[config.mk]
export PLATFORM = sky130hd
export DESIGN_NAME = rr_grant_index
export DESIGN_NICKNAME = d
export VERILOG_FILES = /design/src/rtl/rr_grant_index.sv
export SDC_FILE = /design/constraint.sdc
export NUM_CORES = 1
export LEC_CHECK = 0
export ABC_AREA = 0
export CAP_MARGIN = 20
export CORE_MARGIN = 10
export CORE_UTILIZATION = 25
export CTS_CLUSTER_SIZE = 10
export DETAILED_ROUTE_END_ITERATION = 6
export PLACE_DENSITY_LB_ADDON = 0.15
export SYNTH_ARGS = -nofsm -noshare
export SYNTH_HDL_FRONTEND = slang
export SYNTH_SLANG_ARGS = --single-unit
export TNS_END_PERCENT = 100
[constraint.sdc]
create_clock -name clk -period 1.25 [get_ports clk]
set_input_delay 0.25 -clock clk [delete_from_list [all_inputs] [get_ports clk]]
set_output_delay 0.25 -clock clk [all_outputs]
set_load 0.01 [all_outputs]
[src/rtl/rr_grant_index.sv]
// rtl/rr_grant_index.sv - round-robin arbiter holding a registered binary grant index
// The holder is released by Done, Flush or an optional MAXHOLD timeout.
module rr_grant_index #(
  parameter int WIDTH   = 2,
  parameter int MAXHOLD = 0
) (
  input  logic                  clk,
  input  logic                  reset,
  input  logic [2**WIDTH-1:0]   Req,
  input  logic                  Done,
  input  logic                  Flush,
  output logic                  GrantValid,
  output logic [WIDTH-1:0]      GrantIdx,
  output logic                  HoldTimeout
);
  localparam int N  = 2**WIDTH;
  localparam int CW = (MAXHOLD > 0) ? $clog2(MAXHOLD + 1) : 1;

  typedef enum logic {IDLE, GRANTED} state_t;

  state_t           state;
  logic [WIDTH-1:0] last_idx;
  logic [WIDTH-1:0] winner;
  logic [WIDTH-1:0] cand;
  logic             any;
  logic             hold_expire;

  // Search starts just past the last winner, so last_idx itself is lowest priority.
  always_comb begin
    winner = '0;
    cand   = '0;
    any    = 1'b0;
    for (int i = 1; i <= N; i++) begin
      cand = last_idx + WIDTH'(i);
      if (!any && Req[cand]) begin
        winner = cand;
        any    = 1'b1;
      end
    end
  end

  generate
    if (MAXHOLD > 0) begin : g_hold
      logic [CW-1:0] hold_cnt;
      always_ff @(posedge clk or posedge reset) begin
        if (reset) begin
          hold_cnt <= '0;
        end else if (state == GRANTED && !Flush && !Done && !hold_expire) begin
          hold_cnt <= hold_cnt + 1'b1;
        end else begin
          hold_cnt <= '0;
        end
      end
      assign hold_expire = (state == GRANTED) && (hold_cnt == CW'(MAXHOLD - 1));
    end else begin : g_nohold
      assign hold_expire = 1'b0;
    end
  endgenerate

  always_ff @(posedge clk or posedge reset) begin
    if (reset) begin
      state       <= IDLE;
      GrantValid  <= 1'b0;
      GrantIdx    <= '0;
      HoldTimeout <= 1'b0;
      last_idx    <= WIDTH'(N - 1);
    end else begin
      HoldTimeout <= 1'b0;
      case (state)
        IDLE: begin
          if (any && !Flush) begin
            state      <= GRANTED;
            GrantIdx   <= winner;
            last_idx   <= winner;
            GrantValid <= 1'b1;
          end
        end
        GRANTED: begin
          if (Flush) begin
            state      <= IDLE;
            GrantValid <= 1'b0;
          end else if (Done || hold_expire) begin
            HoldTimeout <= hold_expire && !Done;
            // Zero-bubble handoff: rearbitrate on the current Req in the release cycle.
            if (any) begin
              GrantIdx <= winner;
              last_idx <= winner;
            end else begin
              state      <= IDLE;
              GrantValid <= 1'b0;
            end
          end
        end
        default: begin
          state      <= IDLE;
          GrantValid <= 1'b0;
        end
      endcase
    end
  end
endmodule

==> impl_results.html, run 1 <==
<table>
<tr><th>Metric</th><th>Value</th></tr>
<tr><th colspan="2">Global route</th></tr>
<tr><td>Overall fraction of global-route tracks in use</td><td>6.76%</td></tr>
<tr><td>Global-route wire length before repair</td><td>1.90 mm</td></tr>
<tr><td>Antenna violations before repair</td><td>0</td></tr>
<tr><td>Number of global-route vias before repair</td><td>423</td></tr>
<tr><td>Final global-route overflow total</td><td>0</td></tr>
<tr><td>Maximum number of pins on one net before global-route repair</td><td>9</td></tr>
<tr><th colspan="2">Floorplan</th></tr>
<tr><td>Chip height</td><td>60.6 µm</td></tr>
<tr><td>Number of ports placed on the die boundary</td><td>12</td></tr>
<tr><td>Area of the die</td><td>3680 µm²</td></tr>
<tr><td>Area of the placeable core</td><td>1540 µm²</td></tr>
<tr><td>Number of rows created at floorplan</td><td>14</td></tr>
<tr><td>Starting density of the core</td><td>26.8%</td></tr>
<tr><td>Width of the die</td><td>60.6 µm</td></tr>
<tr><th colspan="2">Placement</th></tr>
<tr><td>DP Wirelength</td><td>766 µm</td></tr>
<tr><td>Placed Instance Area</td><td>571 µm²</td></tr>
<tr><td>Global placement routability congestion</td><td>0.695</td></tr>
<tr><td>Port buffer count</td><td>10</td></tr>
<tr><td>Worst slack after detailed placement</td><td>-0.474 ns</td></tr>
<tr><td>Placed instance count</td><td>77</td></tr>
<tr><th colspan="2">Synth</th></tr>
<tr><td>Xor and xnor fraction of the mapped netlist area</td><td>0%</td></tr>
<tr><td>Share of synthesized area occupied by flip-flops and latches</td><td>37.0%</td></tr>
<tr><td>Largest family of logic cells by synthesized area</td><td>simple AND/OR/NAND/NOR gates</td></tr>
<tr><td>Top cell type by total area after synthesis</td><td>sky130_fd_sc_hd__dfrtp_1</td></tr>
<tr><td>Arithmetic-cell share of the synthesized area counting full adders, half adders and majority gates</td><td>0%</td></tr>
<tr><td>Net Count, Synth</td><td>55</td></tr>
<tr><td>Synthesized-area fraction occupied by and/or/nand/nor cells</td><td>40.0%</td></tr>
<tr><td>Number of standard cells after synthesis</td><td>47</td></tr>
<tr><td>Synth Register Bits</td><td>6</td></tr>
<tr><td>Summed instance area of the synthesized netlist</td><td>413 µm²</td></tr>
<tr><td>Proportion of netlist area held by the largest area contributor</td><td>24.2%</td></tr>
<tr><td>Compound-gate portion of the synthesized area</td><td>13.9%</td></tr>
<tr><td>Main area contributors after synthesis</td><td>sky130_fd_sc_hd__dfrtp_1 24%, sky130_fd_sc_hd__dfstp_2 13%, sky130_fd_sc_hd__nor2_1 6.4%</td></tr>
<tr><td>Unique masters post-synth</td><td>23</td></tr>
<tr><td>Yosys warning count</td><td>0</td></tr>
<tr><td>Proportion of synthesized area in mux cells</td><td>2.42%</td></tr>
<tr><td>Avg Inst Size Synth</td><td>8.79 µm²</td></tr>
<tr><th colspan="2">Finish</th></tr>
<tr><td>Area growth from synthesis to final layout</td><td>45.8%</td></tr>
<tr><td>Layout Cell Area excl Fill</td><td>602 µm²</td></tr>
<tr><td>Area of the multi-input gates</td><td>251 µm²</td></tr>
<tr><td>Final cell count without fillers</td><td>81</td></tr>
<tr><td>Share of the core filled with cells in the final layout</td><td>39.0%</td></tr>
<tr><td>Inserted Diodes</td><td>0</td></tr>
<tr><td>Fill cell total of the finished layout</td><td>167</td></tr>
<tr><td>Nets</td><td>75</td></tr>
<tr><td>Sequential cell area</td><td>153 µm²</td></tr>
<tr><td>Ratio of cells with drive above 1 in the final layout</td><td>27.7%</td></tr>
<tr><th colspan="2">Worst setup path</th></tr>
<tr><td>Worst endpoint required time</td><td>1.36 ns</td></tr>
<tr><td>Slowest stage cell on the critical path</td><td>sky130_fd_sc_hd__dfstp_2</td></tr>
<tr><td>Top delay family on crit path</td><td>flip-flops</td></tr>
<tr><td>Crit path arrival time</td><td>1.45 ns</td></tr>
<tr><td>Worst r2r path cells</td><td>4</td></tr>
<tr><td>Cell Chain, Critical Path</td><td>nor2b_2 &gt; o22a_1 &gt; o311ai_2 &gt; o21ai_1</td></tr>
<tr><td>Worst flop-to-flop path endpoint</td><td>GrantIdx[1]</td></tr>
<tr><td>Critical path type</td><td>flop to flop</td></tr>
<tr><td>Longest individual stage delay on the worst path</td><td>0.59 ns</td></tr>
<tr><td>Crit path capture type</td><td>flop</td></tr>
<tr><td>CP Depth</td><td>4</td></tr>
<tr><td>Worst r2r src</td><td>last_idx[1]</td></tr>
<tr><td>CP Buf/Inv Count</td><td>0</td></tr>
<tr><td>Startpoint type of the worst setup path</td><td>flop</td></tr>
<tr><td>Internal reg-to-reg setup slack</td><td>-0.09 ns</td></tr>
<tr><td>CP max FO</td><td>7</td></tr>
<tr><th colspan="2">Timing</th></tr>
<tr><td>Min Clock Period, post-route</td><td>1.34 ns</td></tr>
<tr><td>Maximum clock skew at final layout</td><td>0.000140 ns</td></tr>
<tr><td>Setup violators final</td><td>3</td></tr>
<tr><td>Number of hold-slack violations in the final timing report</td><td>0</td></tr>
<tr><td>Worst hold slack</td><td>0.219 ns</td></tr>
<tr><td>Setup tns final</td><td>-0.124 ns</td></tr>
<tr><td>Setup repair after global routing missed its margin</td><td>yes</td></tr>
<tr><td>Fin worst setup slack</td><td>-0.0891 ns</td></tr>
<tr><td>Crit share post-route</td><td>107%</td></tr>
<tr><td>Highest clock frequency the design can meet</td><td>0.747 GHz</td></tr>
<tr><td>Max Transition Viols Final</td><td>0</td></tr>
<tr><th colspan="2">Routing</th></tr>
<tr><td>Routed wire length</td><td>974 µm</td></tr>
<tr><td>Number of routed nets with antenna violations</td><td>0</td></tr>
<tr><td>First-pass DRT Iterations</td><td>2</td></tr>
<tr><td>DRC</td><td>0</td></tr>
<tr><td>Wire length per cell</td><td>12.0 µm</td></tr>
<tr><td>DR vias</td><td>377</td></tr>
<tr><td>Detailed-route vias per instance</td><td>4.65</td></tr>
<tr><td>Starting DRT DRC Count</td><td>2</td></tr>
<tr><th colspan="2">Power</th></tr>
<tr><td>Total power of the final layout</td><td>727 µW</td></tr>
<tr><td>Power density of the placed cells</td><td>1210 nW/µm²</td></tr>
<tr><td>Leakage dissipation</td><td>0.262 nW</td></tr>
<tr><td>Peak supply drop</td><td>0.773 mV</td></tr>
<tr><th colspan="2">Min path</th></tr>
<tr><td>Min-delay worst type</td><td>input pin to async pin</td></tr>
<tr><th colspan="2">Clocking</th></tr>
<tr><td>Clock slew seen by the registers of the worst setup and hold paths</td><td>0.04 ns</td></tr>
<tr><td>CTS tree</td><td>built</td></tr>
<tr><td>Clk root buf</td><td>sky130_fd_sc_hd__clkbuf_4</td></tr>
<tr><td>Number of sinks handled by clock tree synthesis</td><td>6</td></tr>
<tr><td>Number of H-tree levels</td><td>1</td></tr>
<tr><td>Num CTS Buffers</td><td>3</td></tr>
<tr><td>Clock insertion delay at the later pin of the skew report</td><td>0.24 ns</td></tr>
<tr><td>Maximum buffer depth of the clock tree</td><td>2</td></tr>
<tr><th colspan="2">Run</th></tr>
<tr><td>Number of max-cap violations</td><td>0</td></tr>
<tr><th colspan="2">Status</th></tr>
<tr><td>Violations in the final reports</td><td>setup timing</td></tr>
<tr><td>Status</td><td>complete, but fails checks</td></tr>
</table>
[power by group]
part	internal, mW	leakage (nW)	total, mW	switching, mW
Sequential	0.254	0.0675	0.302	0.0482
Clock	0.108	0.0138	0.170	0.0621
Combinational	0.139	0.181	0.255	0.116
[worst max path at each step]
stage	to	slack [ns]	startpoint
after detailed placement	GrantIdx[1]	-0.47	Req[0]
after global placement	GrantIdx[1]	-0.46	Req[0]
after floorplan	GrantIdx[1]	-0.06	last_idx[1]
final	GrantIdx[1]	-0.09	last_idx[1]
after global routing	GrantIdx[1]	-0.20	last_idx[1]
after CTS	GrantIdx[1]	-0.1	last_idx[1]
[per-layer routing]
metal,track usage [%],part of all wire [%]
met2,9.90,49
met5,0,0
met3,3.76,6.2
met4,3.13,0.51
met1,7.84,44
[placed cells by master (no fill, tap or decap), types with 3 or more instances in the layout]
| cell | count |
|---|---|
| sky130_fd_sc_hd__clkbuf_4 | 3 |
| sky130_fd_sc_hd__nand2b_1 | 3 |
| sky130_fd_sc_hd__dlygate4sd2_1 | 7 |
| sky130_fd_sc_hd__buf_4 | 7 |
| sky130_fd_sc_hd__o21ai_1 | 3 |
| sky130_fd_sc_hd__dfrtp_1 | 4 |
| sky130_fd_sc_hd__clkdlybuf4s50_1 | 3 |
| sky130_fd_sc_hd__a21oi_1 | 3 |
| sky130_fd_sc_hd__inv_1 | 3 |
| sky130_fd_sc_hd__nor2_1 | 7 |
[area by class of cell]
cell class,count,area share [%]
inverter,3,1.87
multi-input combinational,36,41.8
clock buffer,3,3.74
tap,16,3.33
timing repair buffer,17,23.9
sequential,6,25.4
[synthesized netlist by cell type, drive strengths merged]
cell type / instances
nand3b: 2
nand2b: 3
o311ai: 1
buf: 2
nor3b: 2
inv: 3
nor2b: 2
o21ai: 5
dfstp: 2
nor4: 1
o22a: 1
mux2i: 1
or3b: 1
nand2: 2
nor2: 7
and3b: 2
nor3: 2
dfrtp: 4
conb: 1
a21oi: 3
[logic make-up (layout without fill, tap and decap cells)]
family / count (synthesis) / after routing
AO/OA/AOI/OAI: 10 / 10
buffers and inverters: 5 / 23
flip-flops: 6 / 6
multiplexers: 1 / 1
other: 1 / 1
AND/OR/NAND/NOR: 24 / 24
[worst register-to-register path, stage by stage, from the launching register on]
cell	delay [ns]
sky130_fd_sc_hd__dfstp_2	0.59
sky130_fd_sc_hd__nor2b_2	0.06
sky130_fd_sc_hd__o22a_1	0.17
sky130_fd_sc_hd__o311ai_2	0.28
sky130_fd_sc_hd__o21ai_1	0.11
[flip-flops by register name, summed over array words and instances (netlist names)]
name and flops:
GrantValid 1, state 1, GrantIdx 2, last_idx 2
[what timing repair did]
item / 4_1_cts / 5_1_grt
hold buffers: 0 / 0
endpoints found under the setup margin: 8 / 4
buffers inserted: 1 / 0
gates resized for setup: 10 / 0
pin swaps: 4 / 1
Note: power is estimated with default switching activity, not from simulation.
==> run 2: changes to the inputs <==
Settings changed: DONT_BUFFER_PORTS set to 1.
==> impl_results.html, run 2 (synthesis gave the netlist of run 1 again) <==
<table>
<tr><th>Metric</th><th>Value</th></tr>
<tr><th colspan="2">Status</th></tr>
<tr><td>Status</td><td>complete, but fails checks (unchanged)</td></tr>
<tr><td>Violations in the final reports</td><td>setup timing (unchanged)</td></tr>
<tr><th colspan="2">Clocking</th></tr>
<tr><td>Maximum buffer depth of the clock tree</td><td>2 (unchanged)</td></tr>
<tr><td>Number of sinks handled by clock tree synthesis</td><td>6 (unchanged)</td></tr>
<tr><td>Number of H-tree levels</td><td>1 (unchanged)</td></tr>
<tr><td>Clock slew seen by the registers of the worst setup and hold paths</td><td>0.04 ns (about the same)</td></tr>
<tr><td>Num CTS Buffers</td><td>3 (unchanged)</td></tr>
<tr><td>Clk root buf</td><td>sky130_fd_sc_hd__clkbuf_4 (unchanged)</td></tr>
<tr><td>CTS tree</td><td>built (unchanged)</td></tr>
<tr><td>Clock insertion delay at the later pin of the skew report</td><td>0.24 ns (about the same)</td></tr>
<tr><th colspan="2">Routing</th></tr>
<tr><td>Detailed-route vias per instance</td><td>4.74 (was 4.65)</td></tr>
<tr><td>Starting DRT DRC Count</td><td>3 (was 2)</td></tr>
<tr><td>Wire length per cell</td><td>13.6 µm (was 12.0 µm)</td></tr>
<tr><td>First-pass DRT Iterations</td><td>4 (was 2)</td></tr>
<tr><td>DRC</td><td>0 (unchanged)</td></tr>
<tr><td>DR vias</td><td>327 (was 377)</td></tr>
<tr><td>Number of routed nets with antenna violations</td><td>0 (unchanged)</td></tr>
<tr><td>Routed wire length</td><td>937 µm (was 974 µm)</td></tr>
<tr><th colspan="2">Global route</th></tr>
<tr><td>Number of global-route vias before repair</td><td>341 (was 423)</td></tr>
<tr><td>Overall fraction of global-route tracks in use</td><td>5.50% (was 6.76%)</td></tr>
<tr><td>Maximum number of pins on one net before global-route repair</td><td>9 (unchanged)</td></tr>
<tr><td>Antenna violations before repair</td><td>0 (unchanged)</td></tr>
<tr><td>Global-route wire length before repair</td><td>1.53 mm (was 1.90 mm)</td></tr>
<tr><td>Final global-route overflow total</td><td>0 (unchanged)</td></tr>
<tr><th colspan="2">Timing</th></tr>
<tr><td>Worst hold slack</td><td>0.0743 ns (was 0.219 ns)</td></tr>
<tr><td>Maximum clock skew at final layout</td><td>0.00263 ns (was 0.000140 ns)</td></tr>
<tr><td>Min Clock Period, post-route</td><td>1.34 ns (about the same)</td></tr>
<tr><td>Max Transition Viols Final</td><td>0 (unchanged)</td></tr>
<tr><td>Setup repair after global routing missed its margin</td><td>yes (unchanged)</td></tr>
<tr><td>Highest clock frequency the design can meet</td><td>0.747 GHz (about the same)</td></tr>
<tr><td>Fin worst setup slack</td><td>-0.0893 ns (was -0.0891 ns)</td></tr>
<tr><td>Crit share post-route</td><td>107% (about the same)</td></tr>
<tr><td>Setup violators final</td><td>4 (was 3)</td></tr>
<tr><td>Number of hold-slack violations in the final timing report</td><td>0 (unchanged)</td></tr>
<tr><th colspan="2">Power</th></tr>
<tr><td>Total power of the final layout</td><td>690 µW (was 727 µW)</td></tr>
<tr><td>Leakage dissipation</td><td>0.204 nW (was 0.262 nW)</td></tr>
<tr><td>Sw frac</td><td>30.3% (was 31.1%)</td></tr>
<tr><td>Reg power frac</td><td>45.6% (was 41.6%)</td></tr>
<tr><td>Power density of the placed cells</td><td>1370 nW/µm² (was 1210 nW/µm²)</td></tr>
<tr><td>Share of total power in combinational logic</td><td>30.1% (was 35.0%)</td></tr>
<tr><td>Peak supply drop</td><td>0.740 mV (was 0.773 mV)</td></tr>
<tr><td>Int Power</td><td>481 µW (was 501 µW)</td></tr>
<tr><td>Clock network power share</td><td>24.3% (was 23.4%)</td></tr>
<tr><td>Total net switching power</td><td>209 µW (was 226 µW)</td></tr>
<tr><th colspan="2">Floorplan</th></tr>
<tr><td>Number of ports placed on the die boundary</td><td>12 (unchanged)</td></tr>
<tr><td>Area of the placeable core</td><td>1540 µm² (unchanged)</td></tr>
<tr><td>Number of rows created at floorplan</td><td>14 (unchanged)</td></tr>
<tr><td>Chip height</td><td>60.6 µm (unchanged)</td></tr>
<tr><td>Starting density of the core</td><td>26.8% (unchanged)</td></tr>
<tr><td>Area of the die</td><td>3680 µm² (unchanged)</td></tr>
<tr><td>Width of the die</td><td>60.6 µm (unchanged)</td></tr>
<tr><th colspan="2">Worst setup path</th></tr>
<tr><td>Crit path arrival time</td><td>1.44 ns (was 1.45 ns)</td></tr>
<tr><td>Startpoint type of the worst setup path</td><td>flop (unchanged)</td></tr>
<tr><td>Top delay family on crit path</td><td>flip-flops (unchanged)</td></tr>
<tr><td>Crit path capture type</td><td>flop (unchanged)</td></tr>
<tr><td>Worst endpoint required time</td><td>1.35 ns (was 1.36 ns)</td></tr>
<tr><td>Cell Chain, Critical Path</td><td>nor2b_1 &gt; o22a_1 &gt; o311ai_2 &gt; o21ai_1 (was nor2b_2 &gt; o22a_1 &gt; o311ai_2 &gt; o21ai_1)</td></tr>
<tr><td>Critical path type</td><td>flop to flop (unchanged)</td></tr>
<tr><td>CP Buf/Inv Count</td><td>0 (unchanged)</td></tr>
<tr><td>Slowest stage cell on the critical path</td><td>sky130_fd_sc_hd__dfstp_2 (unchanged)</td></tr>
<tr><td>CP max FO</td><td>5 (was 7)</td></tr>
<tr><td>Longest individual stage delay on the worst path</td><td>0.57 ns (was 0.59 ns)</td></tr>
<tr><th colspan="2">Finish</th></tr>
<tr><td>Commonest cells after routing, fill and taps aside</td><td>7 x sky130_fd_sc_hd__nor2_1, 4 x sky130_fd_sc_hd__dfrtp_1, 4 x sky130_fd_sc_hd__buf_4 (was 7 x sky130_fd_sc_hd__nor2_1, 7 x sky130_fd_sc_hd__dlygate4sd2_1, 7 x sky130_fd_sc_hd__buf_4)</td></tr>
<tr><td>Registers with the highest flip-flop counts</td><td>GrantIdx x2, last_idx x2 (unchanged)</td></tr>
<tr><td>Area growth from synthesis to final layout</td><td>22.1% (was 45.8%)</td></tr>
<tr><td>Share of the core filled with cells in the final layout</td><td>32.7% (was 39.0%)</td></tr>
<tr><td>Nets</td><td>63 (was 75)</td></tr>
<tr><td>Ratio of cells with drive above 1 in the final layout</td><td>30.2% (was 27.7%)</td></tr>
<tr><td>Inserted Diodes</td><td>0 (unchanged)</td></tr>
<tr><td>Most frequent standard cell in the layout excluding fill and tap cells</td><td>sky130_fd_sc_hd__nor2_1</td></tr>
<tr><th colspan="2">Placement</th></tr>
<tr><td>DP Wirelength</td><td>732 µm (was 766 µm)</td></tr>
<tr><td>Global placement routability congestion</td><td>0.663 (was 0.695)</td></tr>
<tr><td>Port buffer count</td><td>0 (was 10)</td></tr>
<tr><th colspan="2">Min path</th></tr>
<tr><td>Min-delay worst type</td><td>input pin to flop (was input pin to async pin)</td></tr>
<tr><th colspan="2">Run</th></tr>
<tr><td>Number of max-cap violations</td><td>0 (unchanged)</td></tr>
</table>
## run 2: stage by stage
stage | instances | setup slack [ns] | instance area (µm²) | setup TNS, ns
final | 69 | -0.0893 | 504 | -0.215
after global routing | 69 | -0.145 | 504 | -0.477
after CTS | 69 | -0.106 | 495 | -0.227
after detailed placement | 62 | -0.147 | 433 | -0.378
after global placement | 62 | -0.120 | 433 | -0.293
after floorplan | 47 | -0.0552 | 424 | -0.0983
## run 2: final timing paths
check                                 start          end  slack [ns]  depth (start not counted)
max in group asynchronous             reset  last_idx[0]        0.62                          2
min in group asynchronous             reset        state        0.37                          2
worst min register to register        state   GrantValid        0.50                          1
worst max register to register  last_idx[1]  GrantIdx[1]       -0.09                          4
worst min-delay path                  Flush        state        0.07                          1
worst max-delay path            last_idx[1]  GrantIdx[1]       -0.09                          4
## run 2: metal layers
layer,track usage [%],up-vias,share of wire [%]
met3,3.97,0,5.8
met2,8.30,3,51
met4,1.88,0,0
met5,0,-,0
li1,-,174,-
met1,5.91,150,44
## run 2: cell type report
class,count,area (µm²)
Fill cell,168,1040
Multi-Input combinational cell,36,258
Sequential cell,6,153
Timing Repair Buffer,5,40.0
Clock buffer,3,22.5
Tap cell,16,20.0
Inverter,3,11.3
## run 2: power groups by stage
stage / logic [mW] / registers, mW / clock network (mW)
6_report: 0.208 / 0.315 / 0.167
5_1_grt: 0.228 / 0.326 / 0.189
4_1_cts: 0.201 / 0.316 / 0.180
3_5_place_dp: 0.141 / 0.325 / 0
3_3_place_gp: 0.142 / 0.326 / 0
2_1_floorplan: 0.157 / 0.294 / 0
## run 2: worst reg2reg max path, cell delays in order, from the launching register on
cell	delay, ns
sky130_fd_sc_hd__dfstp_2	0.57
sky130_fd_sc_hd__nor2b_1	0.07
sky130_fd_sc_hd__o22a_1	0.18
sky130_fd_sc_hd__o311ai_2	0.27
sky130_fd_sc_hd__o21ai_1	0.11
## run 2: what timing repair did
action                                  4_1_cts  5_1_grt
endpoints found under the setup margin        4        4
gates resized for setup                       1        3
pin swaps                                     3        1
hold endpoints to repair                      4        0
hold buffers                                  1        0
buffers inserted                              3        0
==> run 3: changes to the inputs <==
Clock period 1.25 ns to 1.41 ns, I/O delays scaled along.
==> impl_results.html, run 3 (synthesis gave the netlist of run 1 again) <==
<table>
<tr><th>Metric</th><th>Value</th></tr>
<tr><th colspan="2">Timing</th></tr>
<tr><td>Worst hold slack</td><td>0.0923 ns (was 0.0743 ns)</td></tr>
<tr><td>Setup repair after global routing missed its margin</td><td>yes (unchanged)</td></tr>
<tr><td>Maximum clock skew at final layout</td><td>0.00709 ns (was 0.00263 ns)</td></tr>
<tr><td>Number of hold-slack violations in the final timing report</td><td>0 (unchanged)</td></tr>
<tr><td>Max Transition Viols Final</td><td>0 (unchanged)</td></tr>
<tr><td>Min Clock Period, post-route</td><td>1.34 ns (about the same)</td></tr>
<tr><td>Setup tns final</td><td>0 ns (was -0.215 ns)</td></tr>
<tr><td>Highest clock frequency the design can meet</td><td>0.745 GHz (was 0.747 GHz)</td></tr>
<tr><td>Setup violators final</td><td>0 (was 4)</td></tr>
<tr><td>Crit share post-route</td><td>95.3% (was 107%)</td></tr>
<tr><th colspan="2">Min path</th></tr>
<tr><td>Cells on Worst Hold Path</td><td>1 (unchanged)</td></tr>
<tr><td>End of the worst hold path</td><td>state (unchanged)</td></tr>
<tr><td>Min-delay worst type</td><td>input pin to flop (unchanged)</td></tr>
<tr><td>Worst hold path startpoint</td><td>Flush (unchanged)</td></tr>
<tr><th colspan="2">Power</th></tr>
<tr><td>Peak supply drop</td><td>0.481 mV (was 0.740 mV)</td></tr>
<tr><td>Power density of the placed cells</td><td>1250 nW/µm² (was 1370 nW/µm²)</td></tr>
<tr><td>Total power of the final layout</td><td>611 µW (was 690 µW)</td></tr>
<tr><td>Leakage dissipation</td><td>0.193 nW (was 0.204 nW)</td></tr>
<tr><th colspan="2">Placement</th></tr>
<tr><td>Global placement routability congestion</td><td>0.769 (was 0.663)</td></tr>
<tr><td>DP Wirelength</td><td>739 µm (was 732 µm)</td></tr>
<tr><td>Port buffer count</td><td>0 (unchanged)</td></tr>
<tr><td>Placed instance count</td><td>62 (unchanged)</td></tr>
<tr><th colspan="2">Worst setup path</th></tr>
<tr><td>Slowest stage cell on the critical path</td><td>sky130_fd_sc_hd__dfstp_2 (unchanged)</td></tr>
<tr><td>Worst endpoint required time</td><td>1.53 ns (was 1.35 ns)</td></tr>
<tr><td>Worst r2r src</td><td>last_idx[1] (unchanged)</td></tr>
<tr><td>Crit path capture type</td><td>flop (unchanged)</td></tr>
<tr><td>CP Buf/Inv Count</td><td>0 (unchanged)</td></tr>
<tr><td>Worst r2r path cells</td><td>4 (unchanged)</td></tr>
<tr><td>Longest individual stage delay on the worst path</td><td>0.58 ns (was 0.57 ns)</td></tr>
<tr><td>Crit path arrival time</td><td>1.47 ns (was 1.44 ns)</td></tr>
<tr><td>Worst flop-to-flop path endpoint</td><td>GrantIdx[0] (was GrantIdx[1])</td></tr>
<tr><td>Startpoint type of the worst setup path</td><td>flop (unchanged)</td></tr>
<tr><td>Cell Chain, Critical Path</td><td>mux2i_2 &gt; o21ai_1 &gt; nor3b_2 &gt; nor2_1 (was nor2b_1 &gt; o22a_1 &gt; o311ai_2 &gt; o21ai_1)</td></tr>
<tr><td>Top delay family on crit path</td><td>flip-flops (unchanged)</td></tr>
<tr><td>CP max FO</td><td>6 (was 5)</td></tr>
<tr><td>Timing startpoint of the critical path</td><td>last_idx[1] (unchanged)</td></tr>
<tr><td>Internal reg-to-reg setup slack</td><td>0.07 ns (was -0.09 ns)</td></tr>
<tr><td>Critical path type</td><td>flop to flop (unchanged)</td></tr>
<tr><th colspan="2">Floorplan</th></tr>
<tr><td>Chip height</td><td>60.6 µm (unchanged)</td></tr>
<tr><td>Area of the placeable core</td><td>1540 µm² (unchanged)</td></tr>
<tr><td>Number of rows created at floorplan</td><td>14 (unchanged)</td></tr>
<tr><td>Starting density of the core</td><td>26.8% (unchanged)</td></tr>
<tr><td>Width of the die</td><td>60.6 µm (unchanged)</td></tr>
<tr><td>Area of the die</td><td>3680 µm² (unchanged)</td></tr>
<tr><td>Number of ports placed on the die boundary</td><td>12 (unchanged)</td></tr>
<tr><th colspan="2">Finish</th></tr>
<tr><td>Registers with the highest flip-flop counts</td><td>GrantIdx x2, last_idx x2 (unchanged)</td></tr>
<tr><td>Area growth from synthesis to final layout</td><td>18.2% (was 22.1%)</td></tr>
<tr><td>Nets</td><td>61 (was 63)</td></tr>
<tr><td>Ratio of cells with drive above 1 in the final layout</td><td>25.0% (was 30.2%)</td></tr>
<tr><td>Share of the core filled with cells in the final layout</td><td>31.7% (was 32.7%)</td></tr>
<tr><td>Commonest cells after routing, fill and taps aside</td><td>7 x sky130_fd_sc_hd__nor2_1, 4 x sky130_fd_sc_hd__dfrtp_1 (was 7 x sky130_fd_sc_hd__nor2_1, 4 x sky130_fd_sc_hd__dfrtp_1, 4 x sky130_fd_sc_hd__buf_4)</td></tr>
<tr><td>Most frequent standard cell in the layout excluding fill and tap cells</td><td>sky130_fd_sc_hd__nor2_1 (unchanged)</td></tr>
<tr><td>Final cell count without fillers</td><td>68 (was 69)</td></tr>
<tr><td>Inserted Diodes</td><td>0 (unchanged)</td></tr>
<tr><th colspan="2">Routing</th></tr>
<tr><td>Number of routed nets with antenna violations</td><td>0 (unchanged)</td></tr>
<tr><td>First-pass DRT Iterations</td><td>4 (unchanged)</td></tr>
<tr><td>Starting DRT DRC Count</td><td>2 (was 3)</td></tr>
<tr><td>DRC</td><td>0 (unchanged)</td></tr>
<tr><td>Wire length per cell</td><td>14.1 µm (was 13.6 µm)</td></tr>
<tr><td>Detailed-route vias per instance</td><td>5.13 (was 4.74)</td></tr>
<tr><td>Routed wire length</td><td>960 µm (was 937 µm)</td></tr>
<tr><td>DR vias</td><td>349 (was 327)</td></tr>
<tr><th colspan="2">Global route</th></tr>
<tr><td>Final global-route overflow total</td><td>0 (unchanged)</td></tr>
<tr><td>Maximum number of pins on one net before global-route repair</td><td>9 (unchanged)</td></tr>
<tr><td>Number of global-route vias before repair</td><td>337 (was 341)</td></tr>
<tr><td>Overall fraction of global-route tracks in use</td><td>5.66% (was 5.50%)</td></tr>
<tr><td>Global-route wire length before repair</td><td>1.57 mm (was 1.53 mm)</td></tr>
<tr><td>Antenna violations before repair</td><td>0 (unchanged)</td></tr>
<tr><th colspan="2">Clocking</th></tr>
<tr><td>Clock insertion delay at the later pin of the skew report</td><td>0.25 ns (was 0.24 ns)</td></tr>
<tr><td>Clock slew seen by the registers of the worst setup and hold paths</td><td>0.05 ns (was 0.04 ns)</td></tr>
<tr><td>Number of sinks handled by clock tree synthesis</td><td>6 (unchanged)</td></tr>
<tr><td>Maximum buffer depth of the clock tree</td><td>2 (unchanged)</td></tr>
<tr><td>CTS tree</td><td>built (unchanged)</td></tr>
<tr><td>Clk root buf</td><td>sky130_fd_sc_hd__clkbuf_4 (unchanged)</td></tr>
<tr><td>Num CTS Buffers</td><td>3 (unchanged)</td></tr>
<tr><td>Number of H-tree levels</td><td>1 (unchanged)</td></tr>
<tr><th colspan="2">Status</th></tr>
<tr><td>Status</td><td>completed (was complete, but fails checks)</td></tr>
<tr><th colspan="2">Run</th></tr>
<tr><td>Number of max-cap violations</td><td>0 (unchanged)</td></tr>
</table>
-- run 3: cell count changes in the layout (fill, tap and decap cells not counted), sizes merged --
cell	delta
buf	-2
clkbuf	+1
-- run 3: what timing repair did --
action / CTS / global route
endpoints found under the setup margin: 1 / 4
resized for setup: 1 / 4
hold endpoints to repair: 4 / 0
hold buffers: 1 / 0
pin swaps: 0 / 2
buffers inserted: 0 / 1
-- run 3: worst register-to-register path: stages, from the launching register on --
cell	delay, ns
sky130_fd_sc_hd__dfstp_2	0.58
sky130_fd_sc_hd__mux2i_2	0.24
sky130_fd_sc_hd__o21ai_1	0.09
sky130_fd_sc_hd__nor3b_2	0.24
sky130_fd_sc_hd__nor2_1	0.07
-- run 3: worst max path at each step --
| stage | depth (start not counted) | slack, ns | endpoint |
|---|---|---|---|
| 2_1_floorplan | 5 | 0.05 | GrantIdx[1] |
| 3_3_place_gp | 4 | 0.02 | GrantIdx[0] |
| 3_5_place_dp | 4 | -0.004 | GrantIdx[0] |
| 4_1_cts | 4 | 0.01 | GrantIdx[1] |
| 5_1_grt | 4 | -0.006 | GrantIdx[0] |
| 6_report | 4 | 0.07 | GrantIdx[0] |
-- run 3: report_power, final --
group	leakage, nW	internal, mW	switching, mW	total, mW
clock network	0.0150	0.107	0.0658	0.173
logic	0.111	0.0862	0.0695	0.156
registers	0.0675	0.225	0.0572	0.282
-- run 3: routing by layer --
metal | track usage [%] | vias up | share of wire, %
li1 | - | 169 | -
met1 | 5.56 | 169 | 35
met2 | 9.02 | 9 | 54
met3 | 2.51 | 2 | 7.9
met4 | 4.70 | 0 | 3.0
met5 | 0 | - | 0
-- run 3: final cells by class --
class / instances / area, µm²
Tap cell: 16 / 20.0
Fill cell: 170 / 1050
Timing Repair Buffer: 3 / 25.0
Multi-Input combinational cell: 36 / 253
Sequential cell: 6 / 153
Inverter: 3 / 11.3
Clock buffer: 4 / 26.3
-- run 3: stage by stage --
step	setup slack [ns]	cell area [µm²]
floorplan	0.0478	413
global placement	0.0169	428
detailed placement	-0.00378	428
CTS	0.0118	469
global route	-0.00569	488
finish	0.0669	488
